[src/rtl/wb_write_buf_pkg.sv]
// Shared sizes and constants for the register-file write buffer.
// Imported by the interface, the match unit and the top.
package wb_write_buf_pkg;
  localparam int WBQ_DEPTH = 4;
  localparam int REG_AW = 5;
  localparam int REG_DW = 32;
  localparam logic RST_EN = 1'b1;
  localparam logic WR_EN = 1'b1;

  function automatic int cnt_w(input int depth);
    return $clog2(depth) + 1;
  endfunction
endpackage

[src/rtl/wb_write_buf_if.sv]
// Write-buffer bundle: pipe writeback, late-write handshake,
// register-file write port and the two decode bypass lookups.
interface wb_write_buf_if
  import wb_write_buf_pkg::*;
#(
  parameter int DEPTH = WBQ_DEPTH,
  parameter int AW = REG_AW,
  parameter int DW = REG_DW
);
  localparam int CW = cnt_w(DEPTH);

  logic          pipe_we;
  logic [AW-1:0] pipe_waddr;
  logic [DW-1:0] pipe_wdata;
  logic          lw_valid;
  logic          lw_ready;
  logic [AW-1:0] lw_waddr;
  logic [DW-1:0] lw_wdata;
  logic          we;
  logic [AW-1:0] waddr;
  logic [DW-1:0] wdata;
  logic [AW-1:0] raddr1;
  logic          hit1;
  logic [DW-1:0] hdata1;
  logic [AW-1:0] raddr2;
  logic          hit2;
  logic [DW-1:0] hdata2;
  logic [CW-1:0] count;

  modport slave (
    input  pipe_we, pipe_waddr, pipe_wdata,
    input  lw_valid, lw_waddr, lw_wdata,
    output lw_ready,
    output we, waddr, wdata,
    input  raddr1, raddr2,
    output hit1, hdata1, hit2, hdata2,
    output count
  );

  modport master (
    output pipe_we, pipe_waddr, pipe_wdata,
    output lw_valid, lw_waddr, lw_wdata,
    input  lw_ready,
    input  we, waddr, wdata,
    output raddr1, raddr2,
    input  hit1, hdata1, hit2, hdata2,
    input  count
  );
endinterface

[src/rtl/wb_write_buf_match.sv]
// Bypass lookup: youngest valid queued entry matching raddr.
// Only live entries carry valid=1, so age follows from rd_ptr.
module wbq_match
  import wb_write_buf_pkg::*;
#(
  parameter int DEPTH = WBQ_DEPTH,
  parameter int AW = REG_AW,
  parameter int DW = REG_DW
) (
  input  logic [AW-1:0]                raddr,
  input  logic [$clog2(DEPTH)-1:0]     rd_ptr,
  input  logic [DEPTH-1:0]             vld,
  input  logic [DEPTH-1:0][AW-1:0]     addr,
  input  logic [DEPTH-1:0][DW-1:0]     data,
  output logic                         hit,
  output logic [DW-1:0]                hdata
);
  localparam int PW = $clog2(DEPTH);

  logic [PW-1:0] idx;

  // Walk oldest to youngest so the last match wins.
  always_comb begin
    hit = 1'b0;
    hdata = '0;
    idx = '0;
    for (int k = 0; k < DEPTH; k++) begin
      idx = rd_ptr + PW'(k);
      if (vld[idx] && addr[idx] == raddr &&
          raddr != '0) begin
        hit = 1'b1;
        hdata = data[idx];
      end
    end
  end
endmodule

[src/rtl/wb_write_buf.sv]
// Register-file write front end: pipe writes win, late results
// queue in order and drain into idle write-port cycles.
module wb_write_buf
  import wb_write_buf_pkg::*;
#(
  parameter int DEPTH = WBQ_DEPTH,
  parameter int AW = REG_AW,
  parameter int DW = REG_DW
) (
  input logic         clk,
  input logic         rst,
  wb_write_buf_if.slave bus
);
  localparam int PW = $clog2(DEPTH);
  localparam int CW = cnt_w(DEPTH);

  logic [PW-1:0]            wr_ptr;
  logic [PW-1:0]            rd_ptr;
  logic [CW-1:0]            cnt;
  logic [DEPTH-1:0]         vld;
  logic [DEPTH-1:0][AW-1:0] addr_q;
  logic [DEPTH-1:0][DW-1:0] data_q;

  logic pipe_wr;
  logic has;
  logic pop;
  logic ready;
  logic acc;
  logic push;
  logic lw_kill;

  assign pipe_wr = bus.pipe_we &&
                   bus.pipe_waddr != '0;
  assign has = cnt != '0;
  assign pop = has && !pipe_wr;
  assign ready = (rst != RST_EN) &&
                 (cnt < CW'(DEPTH));
  assign acc = bus.lw_valid && ready;
  assign push = acc && bus.lw_waddr != '0;
  assign lw_kill = pipe_wr &&
                   bus.lw_waddr == bus.pipe_waddr;

  assign bus.lw_ready = ready;
  assign bus.count = cnt;

  // Write-port mux; reset drops the write immediately.
  always_comb begin
    bus.we = 1'b0;
    bus.waddr = '0;
    bus.wdata = '0;
    if (rst == RST_EN) begin
      bus.we = 1'b0;
    end else if (pipe_wr) begin
      bus.we = WR_EN;
      bus.waddr = bus.pipe_waddr;
      bus.wdata = bus.pipe_wdata;
    end else if (has && vld[rd_ptr]) begin
      bus.we = WR_EN;
      bus.waddr = addr_q[rd_ptr];
      bus.wdata = data_q[rd_ptr];
    end
  end

  // Queue state: kill stale entries, pop head, append late write.
  always_ff @(posedge clk or posedge rst) begin
    if (rst) begin
      wr_ptr <= '0;
      rd_ptr <= '0;
      cnt <= '0;
      vld <= '0;
      addr_q <= '0;
      data_q <= '0;
    end else begin
      for (int i = 0; i < DEPTH; i++) begin
        if (pipe_wr && addr_q[i] == bus.pipe_waddr)
          vld[i] <= 1'b0;
      end
      if (pop) begin
        vld[rd_ptr] <= 1'b0;
        rd_ptr <= rd_ptr + 1'b1;
      end
      if (push) begin
        vld[wr_ptr] <= !lw_kill;
        addr_q[wr_ptr] <= bus.lw_waddr;
        data_q[wr_ptr] <= bus.lw_wdata;
        wr_ptr <= wr_ptr + 1'b1;
      end
      unique case ({push, pop})
        2'b10: cnt <= cnt + 1'b1;
        2'b01: cnt <= cnt - 1'b1;
        default: cnt <= cnt;
      endcase
    end
  end

  wbq_match #(
    .DEPTH(DEPTH), .AW(AW), .DW(DW)
  ) u_match1 (
    .raddr(bus.raddr1),
    .rd_ptr(rd_ptr),
    .vld(vld),
    .addr(addr_q),
    .data(data_q),
    .hit(bus.hit1),
    .hdata(bus.hdata1)
  );

  wbq_match #(
    .DEPTH(DEPTH), .AW(AW), .DW(DW)
  ) u_match2 (
    .raddr(bus.raddr2),
    .rd_ptr(rd_ptr),
    .vld(vld),
    .addr(addr_q),
    .data(data_q),
    .hit(bus.hit2),
    .hdata(bus.hdata2)
  );
endmodule

[src/flat_wrapper.sv]
// flat-port wrapper written by rule: the top's interface ports become plain ports
module wb_write_buf_flat import wb_write_buf_pkg::*;
#(
  parameter int DEPTH = WBQ_DEPTH,
  parameter int AW = REG_AW,
  parameter int DW = REG_DW
)
  (clk, rst, bus_pipe_we, bus_pipe_waddr, bus_pipe_wdata, bus_lw_valid, bus_lw_waddr, bus_lw_wdata, bus_lw_ready, bus_we, bus_waddr, bus_wdata, bus_raddr1, bus_raddr2, bus_hit1, bus_hdata1, bus_hit2, bus_hdata2, bus_count);
  wb_write_buf_if #(.DEPTH(DEPTH), .AW(AW), .DW(DW)) bus_i ();
  input logic clk;
  input logic rst;
  input wire logic [$bits(bus_i.pipe_we)-1:0] bus_pipe_we;
  input wire logic [$bits(bus_i.pipe_waddr)-1:0] bus_pipe_waddr;
  input wire logic [$bits(bus_i.pipe_wdata)-1:0] bus_pipe_wdata;
  input wire logic [$bits(bus_i.lw_valid)-1:0] bus_lw_valid;
  input wire logic [$bits(bus_i.lw_waddr)-1:0] bus_lw_waddr;
  input wire logic [$bits(bus_i.lw_wdata)-1:0] bus_lw_wdata;
  output wire logic [$bits(bus_i.lw_ready)-1:0] bus_lw_ready;
  output wire logic [$bits(bus_i.we)-1:0] bus_we;
  output wire logic [$bits(bus_i.waddr)-1:0] bus_waddr;
  output wire logic [$bits(bus_i.wdata)-1:0] bus_wdata;
  input wire logic [$bits(bus_i.raddr1)-1:0] bus_raddr1;
  input wire logic [$bits(bus_i.raddr2)-1:0] bus_raddr2;
  output wire logic [$bits(bus_i.hit1)-1:0] bus_hit1;
  output wire logic [$bits(bus_i.hdata1)-1:0] bus_hdata1;
  output wire logic [$bits(bus_i.hit2)-1:0] bus_hit2;
  output wire logic [$bits(bus_i.hdata2)-1:0] bus_hdata2;
  output wire logic [$bits(bus_i.count)-1:0] bus_count;
  assign bus_i.pipe_we = bus_pipe_we;
  assign bus_i.pipe_waddr = bus_pipe_waddr;
  assign bus_i.pipe_wdata = bus_pipe_wdata;
  assign bus_i.lw_valid = bus_lw_valid;
  assign bus_i.lw_waddr = bus_lw_waddr;
  assign bus_i.lw_wdata = bus_lw_wdata;
  assign bus_lw_ready = bus_i.lw_ready;
  assign bus_we = bus_i.we;
  assign bus_waddr = bus_i.waddr;
  assign bus_wdata = bus_i.wdata;
  assign bus_i.raddr1 = bus_raddr1;
  assign bus_i.raddr2 = bus_raddr2;
  assign bus_hit1 = bus_i.hit1;
  assign bus_hdata1 = bus_i.hdata1;
  assign bus_hit2 = bus_i.hit2;
  assign bus_hdata2 = bus_i.hdata2;
  assign bus_count = bus_i.count;
  wb_write_buf #(.DEPTH(DEPTH), .AW(AW), .DW(DW)) u_core (.clk(clk), .rst(rst), .bus(bus_i));
endmodule
[config.mk]
export PLATFORM = sky130hd
export DESIGN_NAME = wb_write_buf_flat
export DESIGN_NICKNAME = d
export VERILOG_FILES = /design/src/rtl/wb_write_buf_pkg.sv /design/src/rtl/wb_write_buf_if.sv /design/src/rtl/wb_write_buf_match.sv /design/src/rtl/wb_write_buf.sv /design/src/flat_wrapper.sv
export SDC_FILE = /design/constraint.sdc
export NUM_CORES = 1
export LEC_CHECK = 0
export ABC_AREA = 1
export BUFFER_PORTS_ARGS = -buffer_cell sky130_fd_sc_hd__buf_2
export CORE_MARGIN = 5
export CORE_UTILIZATION = 44
export DETAILED_ROUTE_END_ITERATION = 8
export PLACE_DENSITY_LB_ADDON = 0.3
export SLEW_MARGIN = 20
export SYNTH_ARGS = -nofsm -noshare
export SYNTH_HDL_FRONTEND = slang
export SYNTH_SLANG_ARGS = --single-unit
[constraint.sdc]
create_clock -name clk -period 8.3 [get_ports clk]
set_clock_uncertainty 0.2 [all_clocks]
set_input_delay 2.075 -clock clk [delete_from_list [all_inputs] [get_ports clk]]
set_output_delay 2.075 -clock clk [all_outputs]
set_load 0.01 [all_outputs]
==> flow_summary_export.csv, run 1 <==
group,metric,value,unit
floorplan,coreArea,30430,sq um
worst_hold_path,hp-start,"u_core.data_q[16]$_DFFE_PP0P_",
place,dp_cells,2641,
synthesis,synth_ff_type,"dfrtp_1",
cts,postCtsSetupRepairBufs,0,
floorplan,ios,196,
place,io_buffers,195,
synthesis,synth-seq-cells,159,
route,vias,14800,
critical_path,crit_type,"register to output pin",
cts,cts_hold_buf,0,
timing,max_slew.worst_pin.slew,1.034,ns
global_route,antenna_found_initial,0,
finish,layout.nets,2362,
timing,rsz0062_at_grt,"no",
timing,final.setup.tns,0,ns
critical_path,cp_cell_sequence,"inv_4 -> ha_1 -> inv_2 -> nand3_1 -> nand2_1 -> nand2_1 -> nand2_1 -> nor2_2 -> buf_4 -> nand3_2 -> nand2_1 -> nand2_1 -> a21oi_1 -> buf_2",
route,top_layer,"met4",
power_and_ir_drop,vdd_drop_max,217.0,uV
global_route,grt.total_usage,0.2797,
critical_path,cp-end-kind,"output pin",
floorplan,die_x,185.3,um
cts,clock_path_buffers,2,
synthesis,seq_area_frac_synth,0.2943,
cts,htree_levels,4,
outcome,outcome,"complete, no violations",
place,gp_congestion,0.9264,
critical_path,worstPathArrival,5.03,ns
critical_path,setup.worst_path.start,"u_core.rd_ptr[0]$_DFFE_PP0N_",
timing,hold_violations,0,
finish,diodes,0,
synthesis,yosysWarnings,0,
critical_path,path_max_fanout,83,
synthesis,syn_inst,2183,
critical_path,worstSetupStartpointType,"register",
critical_path,crit_top_cell,"nand2_1",
cts,cts.sinks,159,
critical_path,crit_family,"simple AND/OR/NAND/NOR gates",
route,dr_wl_met3,6265,um
cts,cts_buffers,17,
power_and_ir_drop,cellPowerDensity,454.0,nW/um^2
route,drt-met1-wl,23380,um
critical_path,cp_slowest_cell,"dfrtp_4",
global_route,grt_pass1_wl,75440,um
place,place.detailed.hpwl,35820,um
finish,syn_to_final_growth,10.55,%
floorplan,die_area,34340,sq um
power_and_ir_drop,p_leak,0.008041,uW
timing,finalSetupViolCount,0,
timing,fin_crit,7.301,ns
worst_hold_path,hp-class,"register to register",
synthesis,synth.distinct_cells,37,
critical_path,worstPathBufferInverterCount,4,
global_route,grt_pass1_vias,13020,
cts,clk_pin_slew_worst_paths,0.07,ns
route,drt_iter0_markers,1774,
synthesis,syn_area,13520,sq um
finish,layout_commonest_cell,"nand2_1",
synthesis,synth_edf_count,0,
synthesis,ys_async_sr_fraction,1.000,
floorplan,die_height,185.3,um
critical_path,critPathRequiredTime,6.03,ns
route,drc,0,
synthesis,syn_area_per_cell,6.194,sq um
cts,post_cts_resize_count,0,
finish,drive_gt1_frac,0.1296,
global_route,overflow,0,
finish,most-common-layout-cells,"801 x nand2_1, 309 x o21ai_0, 195 x buf_2, 185 x nor2_1, 158 x dfrtp_1",
cts,ctsRootBufferMaster,"clkbuf_16",
timing,drv_slew,0,
route,avgRoutedWirePerCell,18.29,um
global_route,grt_max_degree,111,
route,routed_via_density,5.535,
flow_run,maxCapViolCount,0,
route,postRouteAntennaNets,0,
synthesis,syn_nets,2281,
critical_path,r2r-start,"u_core.rd_ptr[0]$_DFFE_PP0N_",
floorplan,start_util,0.4444,
route,wirelength,48890,um
timing,period_share,0.8796,
critical_path,slowest_delay,1.10,ns
timing,fmax,0.1370,GHz
floorplan,rows,64,
route,dr.pass1.iters,6,
route,dr_wl_met2,18730,um
finish,fin_cells,2673,
cts,cts_tree,"done",
cts,clk_latency,0.43,ns
timing,max_slew_margin,0.3104,
==> path summary, 6_finish.rpt <==
check	to	slack, ns	depth (start not counted)
min in group asynchronous	u_core.addr_q[0]$_DFFE_PP0P_	2.03	3
worst min register to register	u_core.data_q[16]$_DFFE_PP0P_	0.29	2
worst max register to register	u_core.rd_ptr[1]$_DFFE_PP0N_	5.56	5
worst max-delay path	bus_hdata2[2]	1.0	14
worst min-delay path	u_core.data_q[16]$_DFFE_PP0P_	0.29	2
max in group asynchronous	u_core.data_q[71]$_DFFE_PP0P_	4.31	4
==> registers in the layout, summed over array words and instances, names as in the netlist <==
| register | count |
|---|---|
| u_core.addr_q | 20 |
| u_core.bus.count | 3 |
| u_core.data_q | 128 |
| u_core.rd_ptr | 2 |
| u_core.vld | 4 |
| u_core.wr_ptr | 2 |
==> layer usage <==
metal  track usage  vias up
met5             0        -
met4       0.04991        0
met3       0.08700       35
met2        0.3675      791
met1        0.4463     6766
li1              -     7203
==> layout make-up <==
class | instances | area (sq um)
Clock buffer | 17 | 425.4
Clock inverter | 15 | 150.1
Fill cell | 3197 | 15480
Inverter | 129 | 490.5
Multi-Input combinational cell | 1738 | 8240
Sequential cell | 159 | 3983
Tap cell | 396 | 495.5
Timing Repair Buffer | 219 | 1164
==> synthesized netlist by cell type (4+ instances only) <==
cell      number  area share
a21boi_0      11      0.0061
a21oi_1       91       0.034
a32o_1         4      0.0030
buf_1         19      0.0053
buf_2         59       0.022
buf_4         18       0.010
buf_6         12       0.010
clkbuf_1      48       0.013
dfrtp_1      159        0.29
ha_1           9      0.0083
inv_1        121       0.034
inv_2          6      0.0017
mux2i_1       72       0.053
nand2_1      805        0.22
nand2_2        4      0.0019
nand3_1      140       0.052
nand3_2        5      0.0037
nand4_1       30       0.014
nor2_1       185       0.051
nor2_2         5      0.0023
nor3_1         7      0.0026
o21ai_0      309        0.11
o21ai_1        6      0.0022
or2_2         11      0.0051
xnor2_1       13      0.0084
xor2_1        20       0.013
==> power breakdown <==
| group | leakage, uW | total (uW) | internal [uW] | switching (uW) |
|---|---|---|---|---|
| Sequential | 0.00200 | 1540 | 1140 | 396 |
| Clock | 0.000281 | 778 | 423 | 354 |
| Combinational | 0.00576 | 4470 | 1310 | 3160 |
| Total | 0.00804 | 6790 | 2880 | 3910 |
==> per-stage QoR <==
stage	power [uW]	setup slack (ns)	utilization	cell area (sq um)	hold WS (ns)
floorplan	4527	0.8068	-	13530	0.2530
global placement	5782	1.267	0.4721	14370	0.2670
detailed placement	5870	1.336	0.4721	14370	0.2750
CTS	6664	1.085	0.4910	14940	0.2917
global route	7379	0.6389	0.4912	14950	0.3049
finish	6786	0.9990	0.4912	14950	0.2886
==> kinds of logic (layout without fill, tap and decap cells) <==
group | count (synthesis) | count (layout) | synth area share
muxes | 72 | 72 | 0.05330
buffers and inverters | 286 | 380 | 0.09753
AOI/OAI and AO/OA | 424 | 424 | 0.1612
and+or+nand+nor | 1199 | 1199 | 0.3625
adders and majority gates | 10 | 10 | 0.009809
DFF | 159 | 159 | 0.2943
xor gates and xnor gates | 33 | 33 | 0.02138
==> worst reg2reg max path, delay by kind of cell, from the launching register on <==
family / cells / cell delay (ns)
flip-flops: 1 / 1.10
adder cells (fa/ha/maj): 1 / 0.70
buffers and inverters: 2 / 0.44
AO/OA/AOI/OAI: 1 / 0.12
AND/OR/NAND/NOR: 1 / 0.11
Power figures use the tool's default switching activity.
==> inputs of run 2 (changes only) <==
ABC_AREA = default   (was 1)
==> run 2 against run 1 <==
Against the previous run: critical path depth is 6 lower; sequential power is 9.7% higher; area after synthesis is 2.1% higher; worst hold slack better by 0.015 ns; sequential cell count stayed put; clock power is 1% lower; die area is 2.0% higher; count of clock-buffer cells in the layout is 2 higher; maximum frequency is 0.37% higher; non-clock buffer count is 8 higher; largest power group unchanged.
==> flow_summary_export.csv, run 2 <==
group,metric,value,unit
floorplan,ios,196,
cts,cts_buffers,17,
timing,fin_crit,7.274,ns
finish,drive_gt1_frac,0.4618,
global_route,grt_max_degree,158,
worst_hold_path,hp-start,"u_core.bus.count[0]$_DFFE_PP0P_",
power_and_ir_drop,cellPowerDensity,417.7,nW/um^2
critical_path,worstSetupStartpointType,"register",
critical_path,path_max_fanout,40,
global_route,grt.total_usage,0.2420,
route,dr.pass1.iters,5,
critical_path,cp_cell_sequence,"inv_1 -> ha_4 -> mux4_2 -> nand3_1 -> or2_2 -> a311oi_2 -> o31ai_1 -> buf_2",
critical_path,worstPathBufferInverterCount,2,
power_and_ir_drop,vdd_drop_max,269.4,uV
route,drt_iter0_markers,936,
critical_path,crit_family,"simple AND/OR/NAND/NOR gates",
global_route,grt_pass1_vias,11280,
finish,reg.largest.list,"u_core.data_q x128, u_core.addr_q x20, u_core.vld x4",
floorplan,rows,64,
timing,setup_ws,1.026,ns
place,io_buffers,195,
place,preCtsSetupSlack,1.472,ns
floorplan,die_x,187.2,um
timing,drv_slew,0,
worst_hold_path,hp-class,"register to register",
floorplan,start_util,0.4479,
global_route,overflow,0,
synthesis,yosysWarnings,0,
route,vias,11330,
floorplan,die_height,187.2,um
floorplan,coreArea,30830,sq um
timing,final.setup.tns,0,ns
floorplan,die_area,35030,sq um
synthesis,synth_top_area_frac,0.2881,
global_route,grt_pass1_wl,67360,um
power_and_ir_drop,power,6489,uW
finish,final_area,15540,sq um
critical_path,r2r-start,"u_core.bus.count[2]$_DFFE_PP0P_",
timing,holdWs,0.3033,ns
synthesis,synth.distinct_cells,44,
timing,hold_violations,0,
finish,most-common-layout-cells,"195 x buf_2, 157 x dfrtp_1, 152 x mux4_2, 148 x mux2_2",
place,postPlaceCellArea,14960,sq um
worst_hold_path,holdPathEnd,"u_core.bus.count[0]$_DFFE_PP0P_",
route,wirelength,42870,um
place,gp_congestion,0.8675,
route,routed_via_density,6.586,
timing,period_share,0.8764,
timing,fmax,0.1375,GHz
finish,layout.nets,1408,
synthesis,synth-seq-cells,159,
flow_run,maxCapViolCount,0,
critical_path,cp-end-kind,"output pin",
timing,max_slew_margin,0.3075,
timing,rsz0062_at_grt,"no",
cts,postCtsSetupRepairBufs,0,
cts,clk_latency,0.42,ns
route,drc,0,
synthesis,post-synth-top-count-cell,"dfrtp_1",
cts,cts_hold_buf,0,
synthesis,synthTopCellsByCount,"159 x dfrtp_1, 152 x mux4_2, 148 x mux2_2, 110 x nand2_1, 110 x nor2_1",
route,avgRoutedWirePerCell,24.91,um
critical_path,cp_slowest_cell,"dfrtp_4",
cts,htree_levels,4,
finish,syn_to_final_growth,12.50,%
critical_path,r2r_slack,4.96,ns
critical_path,slowest_delay,0.83,ns
critical_path,crit_type,"register to output pin",
synthesis,ys_async_sr_fraction,1.000,
critical_path,critPathRequiredTime,6.03,ns
synthesis,syn_area_per_cell,11.52,sq um
synthesis,syn_nets,1297,
cts,clock_path_buffers,2,
synthesis,synth_top_area_cell,"dfrtp_1",
critical_path,reg2reg_to,"u_core.data_q[63]$_DFFE_PP0P_",
place,place.detailed.hpwl,28040,um
critical_path,worstPathArrival,5.00,ns
timing,finalSetupViolCount,0,
synthesis,syn_area,13810,sq um
global_route,antenna_found_initial,6,
route,postRouteAntennaNets,0,
cts,post_cts_resize_count,0,
power_and_ir_drop,p_leak,0.006019,uW
timing,max_slew.worst_pin.slew,1.039,ns
cts,cts.sinks,159,
cts,cts_tree,"done",
synthesis,synth_edf_count,0,
finish,layout_commonest_cell,"buf_2",
synthesis,syn_inst,1199,
synthesis,synth_ff_type,"dfrtp_1",
cts,ctsRootBufferMaster,"clkbuf_16",
synthesis,ys_top_cells_by_area,"dfrtp_1 29%, mux4_2 25%, mux2_2 12%",
worst_hold_path,holdPathStages,1,
outcome,outcome,"complete, no violations",
cts,clk_pin_slew_worst_paths,0.07,ns
synthesis,seq_area_frac_synth,0.2881,
critical_path,ff2ff_path_depth,6,
finish,regMostFlops,"u_core.data_q",
finish,largest_reg_flops,128,
[run 2: cell count changes after synthesis, sizes merged, moves of 117 or more]
| cell | before | now |
|---|---|---|
| nand3 | 146 | 8 |
| o21ai | 315 | 7 |
| mux4 | 0 | 152 |
| nand2 | 809 | 110 |
| mux2 | 0 | 148 |
| inv | 128 | 11 |
[run 2: area by class of cell]
cell class	count	area (sq um)
Multi-Input combinational cell	894	9200
Sequential cell	159	3986
Clock inverter	13	128.9
Inverter	11	48.80
Clock buffer	19	442.9
Antenna cell	2	5.005
Fill cell	2736	15290
Timing Repair Buffer	227	1229
Tap cell	396	495.5
[run 2: report_power, final]
group          internal [uW]  switching (uW)  total, uW
logic                   2090            1940       4030
registers               1160             529       1690
clock network            428             341        768
[run 2: metrics by stage]
stage,cells,utilization
finish,1721,0.5039
global route,1720,0.5039
CTS,1719,0.5037
detailed placement,1687,0.4851
global placement,1687,0.4851
floorplan,1199,-
[run 2: how the worst max path moves through the flow]
stage	start	end	slack, ns	cells after the start
after CTS	u_core.rd_ptr[1]$_DFFE_PP0N_	bus_hdata2[6]	1.09	9
final	u_core.rd_ptr[1]$_DFFE_PP0N_	bus_hdata2[31]	1.03	8
after global placement	bus_raddr2[0]	bus_hdata2[3]	1.49	10
after global routing	u_core.rd_ptr[1]$_DFFE_PP0N_	bus_hdata2[7]	0.84	9
after detailed placement	bus_raddr2[1]	bus_hdata2[4]	1.47	10
after floorplan	rst	u_core.addr_q[0]$_DFFE_PP0P_	1.32	3
[run 2: logic make-up (layout without fill, tap and decap cells)]
family                     after synthesis  after routing  synth area share
other                                    0              2                 0
and+or+nand+nor                        331            331            0.1131
AOI/OAI and AO/OA                      146            146           0.09740
buffers and inverters                  146            270           0.05083
muxes                                  338            338            0.3961
DFF                                    159            159            0.2881
xor gates and xnor gates                69             69           0.04485
adders and majority gates               10             10          0.009604
[run 2: worst reg2reg max path: stages (launching register included)]
cell	delay [ns]
dfrtp_1	0.42
nor2_1	0.15
nand2_1	0.08
a21oi_1	0.80
nand2_2	0.80
buf_4	0.48
mux2_2	0.30
[run 2: layer usage]
| layer | routed length [um] | part of all wire | vias to the layer above | global-route usage |
|---|---|---|---|---|
| met5 | 61 | 0.0014 | - | 0 |
| met1 | 17810 | 0.42 | 5790 | 0.3357 |
| met3 | 3828 | 0.089 | 75 | 0.05636 |
| met4 | 1048 | 0.024 | 10 | 0.07395 |
| met2 | 20120 | 0.47 | 572 | 0.3807 |
| li1 | - | - | 4887 | - |
==> inputs of run 3 (changes only) <==
CORE_ASPECT_RATIO = 0.7   (was default)
CORE_UTILIZATION = 54   (was 44)
==> run 3 against run 2 <==
Against the previous run: first-iteration DRC count rose by 34%; register-to-register slack improved by 0.36 ns; final cell count fell by 4.1%; global-route usage rose by 5.3 points; design area fell by 0.51%; sequential power barely moved; utilization rose by 10 points; sequential share of layout area rose by 0.13 points; wire length fell by 0.50%; via count rose by 0.78%; non-clock buffer count fell by 5; clock power rose by 6.0%; highest routed layer unchanged.
==> flow_summary_export.csv, run 3 (same netlist as run 2, synthesis figures left out) <==
group,metric,value,unit
global_route,grt.total_usage,0.2949,
finish,layout.nets,1403,
finish,reg.largest.list,"u_core.data_q x128, u_core.addr_q x20, u_core.vld x4",
power_and_ir_drop,vdd_drop_max,330.7,uV
timing,fmax,0.1367,GHz
finish,syn_to_final_growth,11.93,%
timing,hold_violations,0,
place,place.detailed.hpwl,27470,um
route,vias,11420,
finish,layout_commonest_cell,"buf_2",
floorplan,die_area,28920,sq um
finish,multi_input_area,9203,sq um
floorplan,die_height,143.8,um
floorplan,rows,49,
timing,max_slew.worst_pin.slew,1.016,ns
flow_run,maxCapViolCount,0,
timing,max_slew_margin,0.3225,
cts,ctsRootBufferMaster,"clkbuf_16",
route,postRouteAntennaNets,0,
floorplan,die_x,201.1,um
finish,drive_gt1_frac,0.4598,
critical_path,worstSetupStartpointType,"register",
timing,final.setup.tns,0,ns
timing,drv_slew,0,
finish,largest_reg_flops,128,
cts,postCtsSetupRepairBufs,0,
timing,period_share,0.8814,
worst_hold_path,hp-class,"register to register",
finish,post-route-util,0.6075,
critical_path,path_max_fanout,40,
global_route,overflow,0,
route,routed_via_density,6.922,
timing,fin_crit,7.315,ns
cts,clk_pin_slew_worst_paths,0.07,ns
global_route,grt_pass1_vias,11320,
critical_path,critPathRequiredTime,6.03,ns
power_and_ir_drop,p_leak,0.006004,uW
route,wirelength,42650,um
cts,cts_buffers,17,
route,avgRoutedWirePerCell,25.85,um
cts,clock_path_buffers,2,
global_route,grt_pass1_wl,67050,um
global_route,grt_max_degree,158,
finish,regMostFlops,"u_core.data_q",
cts,cts_hold_buf,0,
timing,rsz0062_at_grt,"no",
finish,seq_area,3986,sq um
route,drt_iter0_markers,1254,
finish,most-common-layout-cells,"195 x buf_2, 157 x dfrtp_1, 152 x mux4_2, 148 x mux2_2, 106 x nor2_1",
outcome,outcome,"complete, no violations",
global_route,antenna_found_initial,3,
cts,cts_tree,"done",
cts,post_cts_resize_count,0,
critical_path,worstPathArrival,5.04,ns
route,drc,0,
floorplan,start_util,0.5428,
cts,htree_levels,4,
power_and_ir_drop,cellPowerDensity,423.6,nW/um^2
route,dr.pass1.iters,6,
cts,clk_latency,0.43,ns
place,gp_congestion,0.9119,
critical_path,cp-end-kind,"output pin",
floorplan,coreArea,25440,sq um
cts,cts.sinks,159,
timing,finalSetupViolCount,0,
critical_path,crit_type,"register to output pin",
floorplan,ios,196,
place,io_buffers,195,
finish,nFillCells,2051,
run 3: power by group:
part / leakage [uW] / internal [uW] / total [uW] / switching, uW
Clock: 0.000282 / 472 / 814 / 342
Sequential: 0.00195 / 1160 / 1710 / 553
Combinational: 0.00378 / 2090 / 4020 / 1930
run 3: critical path, cell delays in order (launching register included):
cell,delay [ns]
dfrtp_4,0.86
inv_1,0.21
ha_4,0.77
mux4_2,0.65
xnor2_2,0.16
nand4_2,0.10
or2_2,0.67
buf_4,0.39
a311oi_2,0.13
o31ai_1,0.42
buf_2,0.21
run 3: final timing paths:
path                                                    to  cells after the start                            start  slack, ns
setup / recovery                            bus_hdata2[14]                     10     u_core.rd_ptr[1]$_DFFE_PP0N_       0.98
hold / removal             u_core.bus.count[2]$_DFFE_PP0P_                      1  u_core.bus.count[2]$_DFFE_PP0P_       0.32
setup reg to reg             u_core.data_q[76]$_DFFE_PP0P_                      6  u_core.bus.count[2]$_DFFE_PP0P_       5.32
hold reg to reg            u_core.bus.count[2]$_DFFE_PP0P_                      1  u_core.bus.count[2]$_DFFE_PP0P_       0.32
max in group asynchronous   u_core.data_q[101]$_DFFE_PP0P_                      3                              rst       4.31
min in group asynchronous   u_core.data_q[127]$_DFFE_PP0P_                      2                              rst       2.13
run 3: through the flow:
stage	power [uW]	worst slack, ns	hold slack, ns	cells	instance area (sq um)
global route	6926	0.7128	0.3592	1650	15460
global placement	5544	1.167	0.2997	1617	14850
finish	6548	0.9846	0.3233	1650	15460
CTS	6498	0.9640	0.3241	1649	15450
detailed placement	5659	1.055	0.3112	1617	14850
floorplan	4741	1.321	0.3242	1199	13810
run 3: metal layers:
metal,vias to the layer above,share of wire,routed length [um],global-route usage
met1,5721,0.41,17620,0.4163
met4,2,0.025,1073,0.08759
met2,713,0.45,19220,0.4468
li1,4881,-,-,-
met5,-,0.00030,13,0
met3,105,0.11,4724,0.08865
run 3: layout make-up:
type	instances	share of cell area
Clock buffer	22	0.03068
Clock inverter	10	0.008256
Antenna cell	1	0.0001619
Timing Repair Buffer	222	0.07787
Multi-Input combinational cell	894	0.5954
Inverter	11	0.002995
Sequential cell	159	0.2579
Tap cell	331	0.02679
